--- src/rtl/core_seq_ctrl.sv ---
// core_seq_ctrl: multi-cycle fetch/decode/execute/memory/writeback sequencer for the RV32IF core
module core_seq_ctrl #(
  parameter logic [31:0] RESET_PC = 32'h0000_0000,
  parameter int          CNT_W    = 32
) (
  input  logic             clk,
  input  logic             rstn,
  output logic             imem_req,
  output logic [31:0]      imem_addr,
  input  logic [31:0]      imem_rdata,
  input  logic             imem_valid,
  output logic [31:0]      instr,
  input  logic [31:0]      imm,
  input  logic [31:0]      alu_result,
  input  logic             branch_taken,
  output logic             fpu_start,
  input  logic             fpu_done,
  output logic             dmem_req,
  output logic             dmem_we,
  input  logic             dmem_ready,
  output logic             rf_we,
  output logic             frf_we,
  output logic [31:0]      pc,
  output logic [2:0]       state,
  output logic [CNT_W-1:0] instret
);
  typedef enum logic [2:0] {
    FETCH      = 3'd0,
    FETCH_WAIT = 3'd1,
    DECODE     = 3'd2,
    EXEC       = 3'd3,
    EXEC_WAIT  = 3'd4,
    MEM        = 3'd5,
    WB         = 3'd6,
    SPARE      = 3'd7
  } state_t;
  localparam logic [6:0] OP_LUI = 7'b0110111, OP_AUIPC = 7'b0010111, OP_JAL = 7'b1101111,
                         OP_JALR = 7'b1100111, OP_BR = 7'b1100011, OP_LD = 7'b0000011,
                         OP_ST = 7'b0100011, OP_CI = 7'b0010011, OP_CR = 7'b0110011,
                         OP_FLD = 7'b0000111, OP_FST = 7'b0100111, OP_F = 7'b1010011;
  state_t      cur, nxt;
  logic        armed;
  logic [6:0]  op, f7;
  logic        is_f, is_st, is_mem, f_int, int_wr, jump_imm;
  logic [31:0] pc_nxt;
  assign op = instr[6:0];
  assign f7 = instr[31:25];
  always_comb begin
    is_f     = op == OP_F;
    is_st    = op == OP_ST || op == OP_FST;
    is_mem   = is_st || op == OP_LD || op == OP_FLD;
    f_int    = is_f && (f7 == 7'b1010000 || f7 == 7'b1110000 || f7 == 7'b1100000);
    int_wr   = (op inside {OP_LUI, OP_AUIPC, OP_JAL, OP_JALR, OP_LD, OP_CI, OP_CR}) || f_int;
    jump_imm = op == OP_JAL || (op == OP_BR && branch_taken);
    pc_nxt   = jump_imm ? pc + imm : op == OP_JALR ? alu_result & ~32'h1 : pc + 32'd4;
  end
  always_comb begin
    nxt = FETCH;
    case (cur)
      FETCH:      nxt = armed ? FETCH_WAIT : FETCH;
      FETCH_WAIT: nxt = imem_valid ? DECODE : FETCH_WAIT;
      DECODE:     nxt = EXEC;
      EXEC:       nxt = is_f ? EXEC_WAIT : is_mem ? MEM : WB;
      EXEC_WAIT:  nxt = fpu_done ? WB : EXEC_WAIT;
      MEM:        nxt = dmem_ready ? WB : MEM;
      default:    nxt = FETCH;
    endcase
  end
  always_ff @(posedge clk or negedge rstn) begin
    if (!rstn) begin
      cur     <= FETCH;
      armed   <= 1'b0;
      pc      <= RESET_PC;
      instr   <= '0;
      instret <= '0;
    end else begin
      cur   <= nxt;
      armed <= 1'b1;
      if (cur == FETCH_WAIT && imem_valid) instr <= imem_rdata;
      if (cur == WB) begin
        pc      <= pc_nxt;
        instret <= instret + CNT_W'(1);
      end
    end
  end
  assign imem_req  = cur == FETCH && armed;
  assign imem_addr = pc;
  assign fpu_start = cur == EXEC && is_f;
  assign dmem_req  = cur == MEM;
  assign dmem_we   = dmem_req && is_st;
  assign rf_we     = cur == WB && int_wr && instr[11:7] != 5'd0;
  assign frf_we    = cur == WB && (op == OP_FLD || (is_f && !f_int));
  assign state     = cur;
endmodule

--- config.mk ---
export PLATFORM = sky130hd
export DESIGN_NAME = core_seq_ctrl
export DESIGN_NICKNAME = d
export VERILOG_FILES = /design/src/rtl/core_seq_ctrl.sv
export SDC_FILE = /design/constraint.sdc
export NUM_CORES = 1
export LEC_CHECK = 0
export ABC_AREA = 1
export ABC_CLOCK_PERIOD_IN_PS = 2100
export BUFFER_PORTS_ARGS = -buffer_cell sky130_fd_sc_hd__buf_2
export CORE_MARGIN = 2
export CORE_UTILIZATION = 54
export DETAILED_ROUTE_END_ITERATION = 16
export PLACE_DENSITY = 0.89
export SYNTH_ARGS = -nofsm -noshare
export SYNTH_HDL_FRONTEND = slang
export SYNTH_SLANG_ARGS = --single-unit
--- constraint.sdc ---
create_clock -name clk -period 2.1 [get_ports clk]
set_input_delay 0.315 -clock clk [delete_from_list [all_inputs] [get_ports clk]]
set_output_delay 0.315 -clock clk [all_outputs]
set_load 0.02 [all_outputs]
==> results.md <==
Critical path:
- On the worst path, the slowest cell contributes a delay of 440 ps.
- The worst register-to-register path has a depth of 11.
- The worst setup path is of the flip-flop to output port kind.
- The critical path goes through inv_1, nor2_1, nand2_1, nor4_1, buf_2.
- STA classifies the critical path endpoint as an output port.
- The cell family contributing the most delay on the critical path is simple AND/OR/NAND/NOR gates.
- The worst setup slack for register-to-register paths is 130 ps.
- The capture point of the worst reg-to-reg path is imem_addr[29].
- In this run the worst setup path begins at state[0].
- The master of the slowest instance on the critical path is dfrtp_2.
- Counting both buffers and inverters, the worst setup path holds a total of 2.
- The startpoint type of the worst setup path is a flip-flop.
- The data arrival time at the worst-slack endpoint is 1720 ps.
- Of all nets on the critical path, the largest fanout is 6.
- The startpoint identified for the worst register-to-register timing path is imem_addr[3].
- The required time of the critical path is 1780 ps.

Power and ir drop:
- Of the total power, combinational logic draws 0.610.
- The worst IR drop on VDD is 0.0006278 V.
- The net switching fraction of the power is 0.5024.
- Of the total power, the clock network draws 0.141.
- Summed over all nets, the switching power comes to 0.006255 W.
- The total internal power is 0.006195 W.
- The share of total power dissipated in sequential elements is 0.249.
- The leakage power figure is 5.805 nW.
- The total power divided by cell area is 1219 nW/um2.

Placement:
- The cell total after placement is 1684.
- After legalization and detailed placement, the total HPWL measured 20550 um.
- Buffers placed on the I/O ports in this run total 237.
- The weighted congestion reported at the end of routability-driven placement is 1.038.
- At the placement stage, the worst setup path has a slack of 25.89 ps.

Yosys:
- The number of flops mapped to enable cells by yosys is 0.
- In the synthesized netlist the dominant register cell turns out to be dfrtp_1.
- In the post-synthesis netlist, the biggest area contributors are dfrtp_1, nand2_1, inv_1.
- By count the netlist is led by nand2_1, inv_1, nor2_1.
- The share of synthesized area in the top cell type comes to 0.3038.
- The mapped netlist covers 8237 um2.
- The flip-flop and latch count after synthesis is 100.
- The share of async-settable or async-resettable flops after synthesis is 1.000.
- The number of distinct library cells after synthesis is 44.
- The number of nets in the synthesized netlist is 1398.
- Synthesis handed over a netlist of 1262 instances.
- A synthesized cell averages 6.527 um2.
- The sequential fraction of the synthesis area is 0.3038.
- The number of synthesis warnings is 0.
- The cell with the most instances after synthesis is nand2_1.
- dfrtp_1 takes more of the synthesized area than any other cell.

Floorplan:
- The initial core utilization is 0.5479.
- The core region is 15030 um2.
- The die span in x is 127.5 um.
- In this run the count of I/O pins placed on the die edge is 239.
- After floorplanning, the core was divided into 45 placement rows.
- Measured along the y axis, the die boundary spans 127.5 um.
- The die outline area is 16260 um2.

CTS:
- The clock root buffer master is clkbuf_16.
- The CTS sink count is 100.
- The number of buffers added by the clock tree synthesis step is 9.
- The clock latency at the later pin of the worst-skew pair is 360 ps.
- No sink is reached through more buffers than the 2 on the longest clock path.
- The H-tree depth is 3.
- After clock tree synthesis, the clock-pin slew on the worst setup and hold paths is 80 ps.
- TritonCTS built the clock tree.

Run status:
- The run finished with clean final reports.

Finish:
- The number of nets in the layout is 1653.
- The count of cells in the finished layout, fillers not included, comes to 1710.
- The number of diodes added for antenna fixing is 0.
- Compared with the post-synthesis result, the final layout area differs by 24.05%.
- Counting the fill cells in the layout gives 1290.
- Of the cells placed in the final design, the portion with a size suffix greater than 1 is 0.2490.

STA:
- The number of hold violations in the final report is 0.
- After layout, the worst setup slack is 69.91 ps.
- The number of pins exceeding their max-slew limit in the final report was 0.
- The final setup skew is 10.39 ps.
- The ratio of final minimum period to clock period is 0.9667.
- The maximum frequency from static timing analysis is 492.6 MHz.
- The minimum hold slack is 174.3 ps.
- The clock period could shrink to 2030 ps.
- Setup violations remaining at the end of the flow were counted as 0.

Global routing:
- Across every metal layer, demand over resource in global routing totals 0.3110.
- The number of global-route vias before repair is 8375.
- Entering global routing, the biggest net connects 58 pins.
- The global-route wire length before repair is 40060 um.
- The number of antenna violations at the first check in global routing is 0.
- Summed over all layers, the global routing overflow is 0.

Worst hold path:
- The number of cells on the worst hold path is 2.
- The class of the tightest hold or removal check is input pin to flip-flop.
- For hold timing, the worst endpoint is instr[1].
- The startpoint of the tightest hold check path is imem_rdata[1].

Detailed routing:
- The wire length per cell after detailed routing is 15.09 um.
- Summed over all layers, the routed wires come to 25810 um.
- The number of vias after detailed routing is 9238.
- The first TritonRoute pass finished after 5 iterations.
- The per-cell via count in the routed design is 5.402.
- The count of nets left with antenna violations once routing finished came out at 0.
- The detailed router finished its first iteration with 654 violations.
- The number of DRC violations after detailed routing is 0.

Job:
- The number of max-capacitance violations reported is 0.
## routing by layer
layer,share of wire,global-route usage,vias up
li1,-,-,4450
met1,0.40,0.3982,4273
met5,0,0,-
met4,0.043,0.1364,0
met2,0.47,0.5313,429
met3,0.088,0.03559,86
## what timing repair did
action                                 in CTS  in global routing
setup endpoints to repair                   2                 21
endpoints found under the hold margin      17                  0
cloned                                      0                  1
resized for setup                           5                 21
pin swaps                                   0                  5
hold buffers                                1                  0
setup buffers                               0                  8
## power by group through the flow
stage | Combinational (W) | Sequential (W) | Clock [W]
floorplan | 0.00412 | 0.00399 | 0
global placement | 0.00712 | 0.00306 | 0
detailed placement | 0.00730 | 0.00310 | 0
CTS | 0.00735 | 0.00307 | 0.00176
global route | 0.00829 | 0.00316 | 0.00183
finish | 0.00760 | 0.00310 | 0.00176
## registers in the layout, indices dropped and copies added, names as in the netlist
register   flops
instret       32
state          3
instr         32
armed          1
imem_addr     32
## final cells by class
class | count | area, um2 | share of cell area
clock inverters | 7 | 81.33 | 0.007960
repair buffers | 294 | 1704 | 0.1668
clock buffers | 9 | 225.2 | 0.02204
multi-input cells | 930 | 4777 | 0.4675
flip-flops and latches | 100 | 2506 | 0.2453
inverters | 182 | 688.2 | 0.06735
well taps | 188 | 235.2 | 0.02302
## worst max path at each step
stage	endpoint	slack, ps	depth (start not counted)
global route	dmem_we	-10	5
floorplan	rf_we	70	8
detailed placement	imem_addr[30]	30	14
finish	dmem_we	70	5
CTS	frf_we	10	6
global placement	imem_addr[30]	50	14
## per-stage QoR
step | total power, W | TNS, ps | instance area (um2) | util
4_1_cts | 0.01218 | 0 | 10070 | 0.6702
3_5_place_dp | 0.01040 | 0 | 9746 | 0.6483
3_3_place_gp | 0.01018 | 0 | 9746 | 0.6483
6_report | 0.01245 | 0 | 10220 | 0.6797
2_1_floorplan | 0.008114 | 0 | 8237 | -
5_1_grt | 0.01328 | -26.38 | 10220 | 0.6797
## cell families (layout without fill, tap and decap cells)
group                    after synthesis  count (layout)  synth area share
AO/OA/AOI/OAI                         95              95           0.06942
XOR/XNOR                              42              42           0.04466
adder cells (fa/ha/maj)               34              34           0.05256
buffers and inverters                232             492            0.1233
flip-flops                           100             100            0.3038
multiplexers                          27              27           0.03691
other                                  1               1         0.0004553
AND/OR/NAND/NOR                      731             731            0.3688
## cell usage in the layout (no fill, tap or decap), types with 3 or more instances in the layout
master     instances
a21oi_1           33
a22oi_1           21
buf_12             5
buf_2            234
buf_4             53
clkbuf_16         10
dfrtp_1           97
dfrtp_2            3
ha_1              31
inv_1            178
inv_2              3
inv_6              3
mux2_2            27
nand2_1          398
nand2_2           10
nand3_1           84
nand3_2            5
nand3b_1          11
nand4_1           11
nor2_1           174
nor2_2             5
nor2_4             3
nor3_1            16
o211ai_1           3
o21ai_0           23
or2_2              6
xnor2_1           21
xor2_1            21
Note: power is estimated with default switching activity, not from simulation.
